## src/rtl/dac_delay_driver.sv

```systemverilog
`default_nettype none
// ============================================================================
// Module      : dac_delay_driver
// Description : Per-channel DAC output stage. Substitutes an idle/bias value
//               when the experiment FSM sample is not valid, delays the
//               sample stream by a programmable number of clocks, and expands
//               each sample into an SPP-lane AXI-Stream word for the DAC.
// Revision    : 1.0 - initial release
// ----------------------------------------------------------------------------
// Optional feature macro: DAC_DRV_RAMP_EN
//   defined   : lanes linearly interpolate from the previous to the current
//               output value (lane SPP-1 equals the current value).
//   undefined : every lane carries the current value (zero-order hold).
// ----------------------------------------------------------------------------
// Ports
//   clk            in   sole clock
//   rst            in   asynchronous, active-low reset
//   din            in   num_bits  sample from the experiment FSM
//   din_valid      in   din qualifier
//   idle_val       in   num_bits  value used when din_valid=0 (quasi-static)
//   del_cfg        in   8  requested delay in clocks
//   del_cfg_load   in   one-cycle pulse, latches del_cfg
//   m_axis_tdata   out  SPP*num_bits DAC word, lane 0 played first
//   m_axis_tvalid  out  stream valid (1 from the first clock after reset)
//   m_axis_tready  in   DAC ready
//   cur_del        out  8  delay currently in effect
//   drop_cnt       out  16 saturating count of words presented while not ready
//   cfg_err        out  sticky, a load requested a delay >= MAX_DEL
// ============================================================================
module dac_delay_driver #(
    parameter int num_bits = 16,
    parameter int SPP      = 4,
    parameter int MAX_DEL  = 64
) (
    input  logic                    clk,
    input  logic                    rst,
    input  logic [num_bits-1:0]     din,
    input  logic                    din_valid,
    input  logic [num_bits-1:0]     idle_val,
    input  logic [7:0]              del_cfg,
    input  logic                    del_cfg_load,
    output logic [SPP*num_bits-1:0] m_axis_tdata,
    output logic                    m_axis_tvalid,
    input  logic                    m_axis_tready,
    output logic [7:0]              cur_del,
    output logic [15:0]             drop_cnt,
    output logic                    cfg_err
);

    localparam int         AW        = (MAX_DEL > 1) ? $clog2(MAX_DEL) : 1;
    localparam logic [8:0] C_MAX_DEL = 9'(MAX_DEL);

    // Input capture stage; reset makes the first post-reset sample idle.
    logic [num_bits-1:0]     din_q;
    logic                    din_valid_q;

    logic [num_bits-1:0]     dly_mem_q [MAX_DEL];
    logic [AW-1:0]           wp_q,     wp_d;
    logic [AW-1:0]           del_q,    del_d;
    logic [AW-1:0]           fill_q,   fill_d;
    logic                    cfg_err_q, cfg_err_d;
    logic [15:0]             drop_q,   drop_d;
    logic                    tvalid_q;
    logic [SPP*num_bits-1:0] tdata_q,  tdata_d;

    logic [num_bits-1:0]     sel_s;
    logic [num_bits-1:0]     v;
    logic [AW:0]             rd_sum;
    logic [AW-1:0]           rd_addr;
    logic [num_bits-1:0]     lane_w [SPP];

    always_comb begin
        sel_s = din_valid_q ? din_q : idle_val;

        // Entry written del_q clocks ago, modulo the buffer depth.
        rd_sum  = {1'b0, wp_q} + (AW+1)'(MAX_DEL) - {1'b0, del_q};
        rd_addr = (rd_sum >= (AW+1)'(MAX_DEL)) ? AW'(rd_sum - (AW+1)'(MAX_DEL))
                                               : AW'(rd_sum);

        // D=0 bypasses the buffer so the current write is seen directly.
        if (fill_q != '0) begin
            v = idle_val;
        end else if (del_q == '0) begin
            v = sel_s;
        end else begin
            v = dly_mem_q[rd_addr];
        end

        wp_d = (wp_q == AW'(MAX_DEL-1)) ? '0 : wp_q + AW'(1);

        del_d     = del_q;
        fill_d    = (fill_q != '0) ? fill_q - AW'(1) : fill_q;
        cfg_err_d = cfg_err_q;
        if (del_cfg_load) begin
            if ({1'b0, del_cfg} >= C_MAX_DEL) begin
                del_d     = AW'(MAX_DEL-1);
                cfg_err_d = 1'b1;
            end else begin
                del_d     = AW'(del_cfg);
            end
            // A new load restarts the idle fill with the newest delay.
            fill_d = del_d;
        end

        drop_d = drop_q;
        if (tvalid_q && !m_axis_tready && (drop_q != 16'hFFFF)) begin
            drop_d = drop_q + 16'd1;
        end
    end

`ifdef DAC_DRV_RAMP_EN
    localparam int LOG2_SPP = (SPP > 1) ? $clog2(SPP) : 0;

    logic [num_bits-1:0]   prev_v_q;
    logic signed [num_bits:0] diff_w;

    assign diff_w = $signed({v[num_bits-1], v}) - $signed({prev_v_q[num_bits-1], prev_v_q});

    for (genvar k = 0; k < SPP; k++) begin : g_lane
        logic signed [num_bits+5:0] prod_w;
        logic signed [num_bits+5:0] shr_w;
        assign prod_w    = (num_bits+6)'(diff_w) * $signed((num_bits+6)'(k+1));
        assign shr_w     = prod_w >>> LOG2_SPP;
        // Result lies between prev and current value, so truncation is exact.
        assign lane_w[k] = prev_v_q + shr_w[num_bits-1:0];
    end

    always_ff @(posedge clk or negedge rst) begin
        if (!rst) begin
            prev_v_q <= '0;
        end else begin
            prev_v_q <= v;
        end
    end
`else
    for (genvar k = 0; k < SPP; k++) begin : g_lane
        assign lane_w[k] = v;
    end
`endif

    for (genvar k = 0; k < SPP; k++) begin : g_pack
        assign tdata_d[k*num_bits +: num_bits] = lane_w[k];
    end

    // Delay line storage needs no reset: every location read is written first.
    always_ff @(posedge clk) begin
        dly_mem_q[wp_q] <= sel_s;
    end

    always_ff @(posedge clk or negedge rst) begin
        if (!rst) begin
            din_q       <= '0;
            din_valid_q <= 1'b0;
            wp_q        <= '0;
            del_q       <= '0;
            fill_q      <= '0;
            cfg_err_q   <= 1'b0;
            drop_q      <= '0;
            tvalid_q    <= 1'b0;
            tdata_q     <= '0;
        end else begin
            din_q       <= din;
            din_valid_q <= din_valid;
            wp_q        <= wp_d;
            del_q       <= del_d;
            fill_q      <= fill_d;
            cfg_err_q   <= cfg_err_d;
            drop_q      <= drop_d;
            tvalid_q    <= 1'b1;
            tdata_q     <= tdata_d;
        end
    end

    assign m_axis_tdata  = tdata_q;
    assign m_axis_tvalid = tvalid_q;
    assign cur_del       = 8'(del_q);
    assign drop_cnt      = drop_q;
    assign cfg_err       = cfg_err_q;

endmodule
`default_nettype wire
```

## config.mk

```make
export PLATFORM = sky130hd
export DESIGN_NAME = dac_delay_driver
export DESIGN_NICKNAME = d
export VERILOG_FILES = /design/src/rtl/dac_delay_driver.sv
export SDC_FILE = /design/constraint.sdc
export NUM_CORES = 1
export LEC_CHECK = 0
export ABC_CLOCK_PERIOD_IN_PS = 3100
export CORE_UTILIZATION = 55
export DETAILED_ROUTE_END_ITERATION = 8
export GPL_ROUTABILITY_DRIVEN = 0
export PLACE_DENSITY = 0.72
export SETUP_SLACK_MARGIN = 0.02
export SYNTH_ARGS = -nofsm -noshare
export SYNTH_HDL_FRONTEND = slang
export SYNTH_SLANG_ARGS = --single-unit
```

## constraint.sdc

```tcl
create_clock -name clk -period 3.1 [get_ports clk]
set_input_delay 0.31 -clock clk [delete_from_list [all_inputs] [get_ports clk]]
set_output_delay 0.31 -clock clk [all_outputs]
set_load 0.05 [all_outputs]
```

Yosys cells after proc, flatten, opt, wreduce, memory -nomap -nowiden. Memory sizes are Yosys's and may differ from the RTL's. Index checks and enable logic that the tools add are counted.

Add/subtract/negate cells: 6. $mul: 0. Divide/modulo/power cells: 0. Magnitude comparators: 2. Eq/ne operators: 2. Shift operators: 0. Multiplexer cells: 8. Bitwise operators: 0. Reductions and logical operators: 7.

Operator list (number): 16-bit 2-to-1 mux (3); 6-bit 2-to-1 mux (5); 16-bit by 1-bit adder with 16-bit output, second input constant (1); 16-bit inequality test, second input constant (1); 6-bit by 1-bit subtractor with 6-bit output, second input constant (2); 8-bit by 7-bit greater-or-equal comparator with 1-bit output, second input constant (1); 6-bit by 7-bit adder with 7-bit output, second input constant (1); 7-bit greater-or-equal comparator, second input constant (1); 7-bit by 6-bit subtractor with 7-bit output (1); 6-bit by 1-bit adder with 6-bit output, second input constant (1); 6-bit equality test, second input constant (1); 6-bit zero test (1); 6-bit nonzero test (1); 1-bit logical AND (2); 2-bit AND reduction (1); 2-bit nonzero test (1); 1-bit zero test (1).

Register bits after elaboration: 117. Latch bits: 0. Bits in writable memories: 1024. Bits in read-only memories: 0. Bits of input ports: 45. Output and inout port bits: 90. Logic and storage cells: 35. Memories: 1.

Memories: dly_mem_q (words 64, bits a word 16, rd ports 1, clocked after Yosys merged registers in 0, write ports 1, RTL line 57) `logic [num_bits-1:0] dly_mem_q [MAX_DEL];`.

Longest topological paths before layout. Gate-level depths: netlist of the first run. An unclocked memory read counts as a cell.

Word-level depth: 7. Gate-level depth with buffers: 12. Mapped depth without buffers: 10.

Worst setup path before layout of the first run. No wires, ideal clock.

Kind: register to register. Start: reg del_q[0]. End: reg tdata_q[52] (netlist: m_axis_tdata[52]). Setup time: 0.131 ns. Arrival: 3.137 ns. Required time: 2.969 ns. Slack: -0.169 ns. Cell stages (with the launch flop): 9. Path buffers: 2. Clock period less this slack: 3.269 ns. Cells stage by stage: dfrtp_1 > ha_1 > fa_1 > buf_1 > buf_2 > mux4_2 > a2111oi_0 > nor4_1 > or3_1.

Cells in the longest elaborated chain, start to end: 6. Elaborated cells between the ends (all ways): 8. Those cells by class: 2 x add/sub; 1 x order compare; 3 x mux; 1 x reduce/logical; 1 x memory.

RTL lines: start: declaration (RTL line 59) `logic [AW-1:0] del_q, del_d;`; start signal: assignment (RTL line 165) `del_q <= del_d;`; 7-bit by 6-bit subtractor with 7-bit output (RTL line 76) `rd_sum = {1'b0, wp_q} + (AW+1)'(MAX_DEL) - {1'b0, del_q};`; 6-bit by 1-bit subtractor with 6-bit output / 7-bit greater-or-equal comparator (equally long branches) (RTL line 77) `rd_addr = (rd_sum >= (AW+1)'(MAX_DEL)) ? AW'(rd_sum - (AW+1)'(MAX_DEL))`; 6-bit 2-to-1 mux (RTL line 77); memory read 64 x 16 bit; 16-bit 2-to-1 mux (*) (RTL line 83) `end else if (del_q == '0) begin`; 16-bit 2-to-1 mux (*) (RTL line 81) `if (fill_q != '0) begin`; net v[4] (RTL line 67) `logic [num_bits-1:0] v;`; end signal: assignment (RTL line 170) `tdata_q <= tdata_d;`; end: declaration (RTL line 64) `logic [SPP*num_bits-1:0] tdata_q, tdata_d;`.

The timed path passes the listed nets; every way through them passes the cells marked *. A chain may end at the register's enable or synchronous reset.

Final worst setup path of the first run.
Start: reg del_q[0]. End: reg tdata_q[60] (netlist: m_axis_tdata[60]).

Same word-level chain as after synthesis.

==> metrics.yaml, run 1 <==
cts:
  clk_pin_slew_ns: 0.06
  clock_sinks: 1093
  clk_latency_ns: 0.67
  cts.htree.levels: 3
  clockBufferDepth: 3
  cts_buffers: 108
  cts_tree: "yes"
  cts-root-buf: "clkbuf_16"
sta:
  final-hold-violation-count: 0
  timing.fmax_mhz: 306
  setup_ws_ns: -0.172
  tightest_slew_ns: 1.30
  skew_ns: 0.0144
  setup_tns_ns: -1.80
  setup_viol: 16
  rsz0062_at_grt: "yes"
  period_share_pct: 106
  drv_slew: 0
  finalWorstPathRequiredPeriod_ns: 3.27
  max-slew-margin-rel_pct: 13.2
global_route:
  grt_pass1_wl_um: 151000
  overflow: 0
  antenna_found_initial: 0
  grt.total_usage_pct: 26.7
  grt_pass1_vias: 22400
  grt_start_max_net_pins: 70
final_layout:
  final_util_pct: 65.5
  mostFrequentLayoutCells: "edfxtp_1 (1024), mux4_2 (283), buf_4 (176)"
  layout-drive-gt1-share_pct: 31.1
  final_common_cell: "edfxtp_1"
  area_delta_synth_final_pct: 17.8
  final_nets: 2414
  fill_cells: 4967
synth:
  synth_cell_types: 64
  synth.mux.area_fraction_pct: 15.9
  ys_seq_area_share_pct: 75.3
  netlist_instances: 2051
  synthAdderAreaFrac_pct: 0.278
  synth_edf_count: 1024
  avgSynthCellArea_um2: 21.0
  ys_warn_count: 0
  synthSimpleGateAreaFrac_pct: 3.05
  ys_seq_elements: 1093
  synth_compound_area_share_pct: 2.44
  synthFlopType: "edfxtp_1"
  synthArstFlopShare_pct: 6.31
  synth-xor-area-share_pct: 0.525
  synth_area_um2: 43100
  synth_top_family_by_area: "multiplexers"
run:
  maxCapViolations: 0
power_and_ir_drop:
  irDropWorstVdd_v: 0.000466
  power_uw: 33300
  power.density_nw_per_um2: 655
  leakagePower_uw: 0.0168
drt:
  drc: 0
  drt-total-wl_um: 104000
  detail_route.wl_per_cell_um: 29.7
  drt_iter0_markers: 2693
  dr.pass1.iters: 7
  vias: 22100
  wl_met3_um: 10400
  met1Wirelength_um: 39900
  avgViaCountPerCell: 6.32
  top_layer: "met4"
  ant_nets: 0
  routed-wl-met2_um: 50200
critical_path:
  cp_max_fo: 15
  cp.required_ns: 3.65
  r2r_end: "m_axis_tdata[60]"
  crit_path_end_kind: "register"
  critPathKind: "reg2reg"
  start_kind: "register"
  r2r_start: "del_q[0]"
  r2r.worst_path.cells: 8
  crit_arrival_ns: 3.82
  critPathLaunch: "del_q[0]"
  reg2reg_slack_ns: -0.17
die:
  die_w_um: 282
  design.core.area_um2: 77600
  chipHeight_um: 282
  start_util_pct: 55.6
  placementRows: 102
  num_io_pins: 135
  dieArea_um2: 79600
min_path:
  hp-start: "din[7]"
  hold_depth: 1
  worstHoldEndpoint: "din_q[7]"
  hp-class: "in2reg"
placement:
  post-place-ws_ns: -0.590
  dpl.hpwl_um: 61300
  io_buffers: 132
run_status:
  failed_checks: "negative setup slack"
  status: "finished with violations"
## power by group
part	total [µW]	switching (µW)	internal, µW
combinational	3710	2210	1510
sequential	16500	110	16300
clock	13100	5480	7660
## critical path: stages, from the launching register on
cell and delay [ns]:
dfrtp_2 0.43, ha_4 0.17, fa_4 0.83, buf_12 0.19, buf_4 0.15, mux4_2 0.31, a2111oi_2 0.56, nor4_1 0.13
or3_1 0.38
## routing by layer
metal | track usage, % | vias to the layer above
met2 | 42.2 | 1302
met4 | 9.50 | 0
met5 | 0 | -
met1 | 38.1 | 11600
met3 | 4.39 | 193
li1 | - | 9020
## area by class of cell
class / instances / area, µm² / area share (%)
Sequential cell: 1093 / 32500 / 63.9
Multi-Input combinational cell: 781 / 9850 / 19.4
Timing Repair Buffer: 355 / 3560 / 7.01
Clock buffer: 128 / 2820 / 5.54
Tap cell: 1040 / 1300 / 2.56
Clock inverter: 74 / 751 / 1.48
Inverter: 21 / 78.8 / 0.155
Antenna cell: 1 / 2.50 / 0.00492
## cell usage after synthesis (8+ instances only)
cell type / number / area (µm²)
edfxtp_1: 1024 / 30700
mux4_2: 283 / 6370
nand2_1: 104 / 390
nor2_1: 87 / 327
dfrtp_1: 69 / 1730
buf_4: 60 / 450
clkbuf_1: 48 / 180
mux2i_1: 39 / 390
a21oi_1: 35 / 175
buf_2: 26 / 130
a32oi_1: 22 / 193
inv_1: 21 / 78.8
xnor2_1: 19 / 166
o21ai_0: 17 / 85.1
buf_6: 14 / 158
nand3_1: 14 / 70.1
and2_1: 12 / 75.1
o221ai_2: 10 / 150
or3_1: 10 / 62.6
a2111oi_0: 9 / 78.8
o21ai_2: 9 / 78.8
a41o_1: 8 / 80.1
ha_1: 8 / 100
nand4_1: 8 / 50.1
nor4_1: 8 / 50.1
## kinds of logic after synthesis
| group | after synthesis |
|---|---|
| and+or+nand+nor | 279 |
| adders and majority gates | 9 |
| xor gates and xnor gates | 25 |
| DFF | 1093 |
| muxes | 330 |
| AOI/OAI and AO/OA | 135 |
| other | 2 |
| buffers and inverters | 178 |
## metrics by stage
| stage | hold WS (ns) | cells | instance area [µm²] |
|---|---|---|---|
| global placement | 0.463 | 3271 | 46800 |
| detailed placement | 0.462 | 3271 | 46800 |
| floorplan | 0.0144 | 2052 | 43200 |
| CTS | 0.0491 | 3485 | 50700 |
| global route | 0.0704 | 3492 | 50800 |
| finish | 0.0762 | 3493 | 50800 |
## flip-flops by register name, indices dropped and copies added, names as in the netlist
signal         count
cfg_err            1
del_q              6
din_q             16
din_valid_q        1
dly_mem_q       1024
drop_cnt          16
fill_q             6
m_axis_tdata      16
m_axis_tvalid      1
wp_q               6
## what timing repair did
item,in CTS,in global routing
resized for setup,45,16
pin swaps,13,13
endpoints found under the hold margin,69,0
cloned,3,2
hold buffers,1,0
buffers inserted,8,6
endpoints found under the setup margin,16,16
## how the worst max path moves through the flow
stage,endpoint,slack [ns],cells past startpoint
3_3_place_gp,m_axis_tdata[60],-0.55,9
3_5_place_dp,m_axis_tdata[60],-0.59,10
5_1_grt,m_axis_tdata[59],-0.20,11
2_1_floorplan,m_axis_tdata[49],0.05,11
4_1_cts,m_axis_tdata[56],-0.21,10
6_report,m_axis_tdata[60],-0.17,8
No activity file was read; power rests on OpenSTA's default activity.
==> run 2: changes to the inputs <==
--- a/config.mk
+++ b/config.mk
@@ -6,6 +6,7 @@
 export NUM_CORES = 1
 export LEC_CHECK = 0
 export ABC_CLOCK_PERIOD_IN_PS = 3100
+export CORE_MARGIN = 5
 export CORE_UTILIZATION = 55
 export DETAILED_ROUTE_END_ITERATION = 8
 export GPL_ROUTABILITY_DRIVEN = 0
==> run 2 against run 1 <==
- the run still ends with negative setup slack left
- hold slack better by 0.0069 ns
- core utilization down 0.54 points
- total power down 2.9%
- cell count down 1.1%
- clock skew up 0.011 ns
- register-to-register slack worse by 0.03 ns
- die area up 5.8%
- sequential power about the same
- critical path depth up 1
- non-clock buffer count down 28
- flip-flop and latch count unchanged
==> metrics.yaml, run 2 (synthesized netlist as in run 1, its figures left out) <==
power_and_ir_drop:
  clkPwrFrac_pct: 37.6
  p_int_uw: 24700
  combPwrFrac_pct: 11.5
  leakagePower_uw: 0.0165
  pwr-share-seq_pct: 50.9
  irDropWorstVdd_v: 0.000444
  switching_power_uw: 7680
  switching_share_pct: 23.8
  power.density_nw_per_um2: 641
drt:
  met1Wirelength_um: 40500
  vias: 22100
  drc: 0
  drt_iter0_markers: 2976
  top_layer: "met4"
  dr.pass1.iters: 5
  avgViaCountPerCell: 6.41
  routed-wl-met2_um: 52000
  drt-total-wl_um: 107000
  detail_route.wl_per_cell_um: 31.0
  wl_met3_um: 10900
  ant_nets: 0
run:
  maxCapViolations: 0
critical_path:
  crit_path_end_kind: "register"
  critPathKind: "reg2reg"
  cp.required_ns: 3.61
  start_kind: "register"
  cp_max_fo: 8
  cpPeakStageDelay_ns: 0.81
  cp_top_family: "adder cells"
  worstPathCellList: "ha_4 > fa_4 > buf_12 > buf_12 > buf_4 > mux4_2 > mux4_2 > o221ai_4 > o21ai_1"
  critical_path.slowest_cell: "fa_4"
  crit_arrival_ns: 3.81
  crit_buf_inv: 3
sta:
  setup_viol: 16
  final-hold-violation-count: 0
  max-slew-margin-rel_pct: 9.53
  timing.fmax_mhz: 303
  rsz0062_at_grt: "yes"
  tightest_slew_ns: 1.36
  setup_ws_ns: -0.201
  whs_ns: 0.0832
  skew_ns: 0.0256
  period_share_pct: 106
  drv_slew: 0
  finalWorstPathRequiredPeriod_ns: 3.30
final_layout:
  layout-drive-gt1-share_pct: 29.9
  final_nets: 2382
  largest_reg_flops: 1024
  n_antenna_cell: 0
  final_util_pct: 65.0
  area_delta_synth_final_pct: 16.9
  final_common_cell: "edfxtp_1"
  fin_cells: 3453
  mostFrequentLayoutCells: "edfxtp_1 (1024), mux4_2 (283), buf_4 (152)"
  regMostFlops: "dly_mem_q"
placement:
  dp_cells: 3242
  dpl.hpwl_um: 61800
  post-place-ws_ns: -0.288
  io_buffers: 132
die:
  dieArea_um2: 84100
  num_io_pins: 135
  die_w_um: 290
  placementRows: 102
  chipHeight_um: 290
  design.core.area_um2: 77600
  start_util_pct: 55.6
cts:
  cts-root-buf: "clkbuf_16"
  clock_sinks: 1093
  cts_tree: "yes"
  clk_pin_slew_ns: 0.06
  clockBufferDepth: 3
  cts.htree.levels: 3
  clk_latency_ns: 0.66
  cts_buffers: 104
min_path:
  hp-class: "in2reg"
global_route:
  grt_pass1_wl_um: 155000
  overflow: 0
  grt_pass1_vias: 22300
  grt.total_usage_pct: 25.0
  antenna_found_initial: 0
  grt_start_max_net_pins: 70
run_status:
  failed_checks: "negative setup slack"
  status: "finished with violations"
[run 2: cell count changes in the layout (fill, tap and decap cells not counted), sizes merged]
cell	before	now
clkinvlp	7	2
bufbuf	1	2
diode	1	0
inv	27	21
clkinv	47	50
bufinv	14	6
clkbuf	129	136
buf	221	190
[run 2: repair_timing]
item	in CTS	in global routing
gates cloned	6	3
hold buffers	1	0
resized for setup	51	28
pin swaps	10	14
setup endpoints to repair	16	16
endpoints found under the hold margin	69	0
setup buffers	9	1
[run 2: area by class of cell]
| type | instances | area (µm²) |
|---|---|---|
| Tap cell | 1040 | 1300 |
| Multi-Input combinational cell | 781 | 9950 |
| Fill cell | 5004 | 27200 |
| Timing Repair Buffer | 327 | 3380 |
| Sequential cell | 1093 | 32500 |
| Clock buffer | 133 | 2800 |
| Clock inverter | 58 | 438 |
| Inverter | 21 | 78.8 |
[run 2: worst register-to-register path, delay by kind of cell, from the launching register on]
family	cells	cell delay (ns)
adders and majority gates	2	0.98
muxes	2	0.89
buffers and inverters	3	0.49
DFF	1	0.43
AOI/OAI and AO/OA	2	0.37
[run 2: path summary, 6_finish.rpt]
path / start / endpoint / slack (ns) / cells past startpoint
min in group asynchronous: rst / din_q[2] / 0.37 / 2
hold / removal: din[1] / din_q[1] / 0.08 / 1
setup reg to reg: del_q[0] / m_axis_tdata[48] / -0.20 / 9
hold reg to reg: cfg_err / cfg_err / 0.48 / 1
max in group asynchronous: rst / del_q[0] / 1.98 / 2
setup / recovery: del_q[0] / m_axis_tdata[48] / -0.20 / 9
[run 2: power by group through the flow]
stage / clock network (µW) / logic (µW) / registers [µW]
global placement: 0 / 3320 / 16800
floorplan: 0 / 1920 / 16900
global route: 13000 / 3870 / 16500
finish: 12200 / 3710 / 16500
detailed placement: 0 / 3380 / 16800
CTS: 12300 / 3600 / 16500
[run 2: routing by layer]
metal  track usage [%]  up-vias
met2              39.6     1346
li1                  -     8954
met4              8.14        0
met5                 0        -
met3              4.53      183
met1              36.1    11600
[run 2: per-stage QoR]
step                      area (µm²)  setup TNS (ns)  power (µW)
after floorplan                43200               0       18900
after global placement         46400           -1.64       20100
after detailed placement       46400           -2.12       20200
after CTS                      50200           -2.39       32300
after global routing           50400           -2.65       33300
final                          50400           -2.15       32300
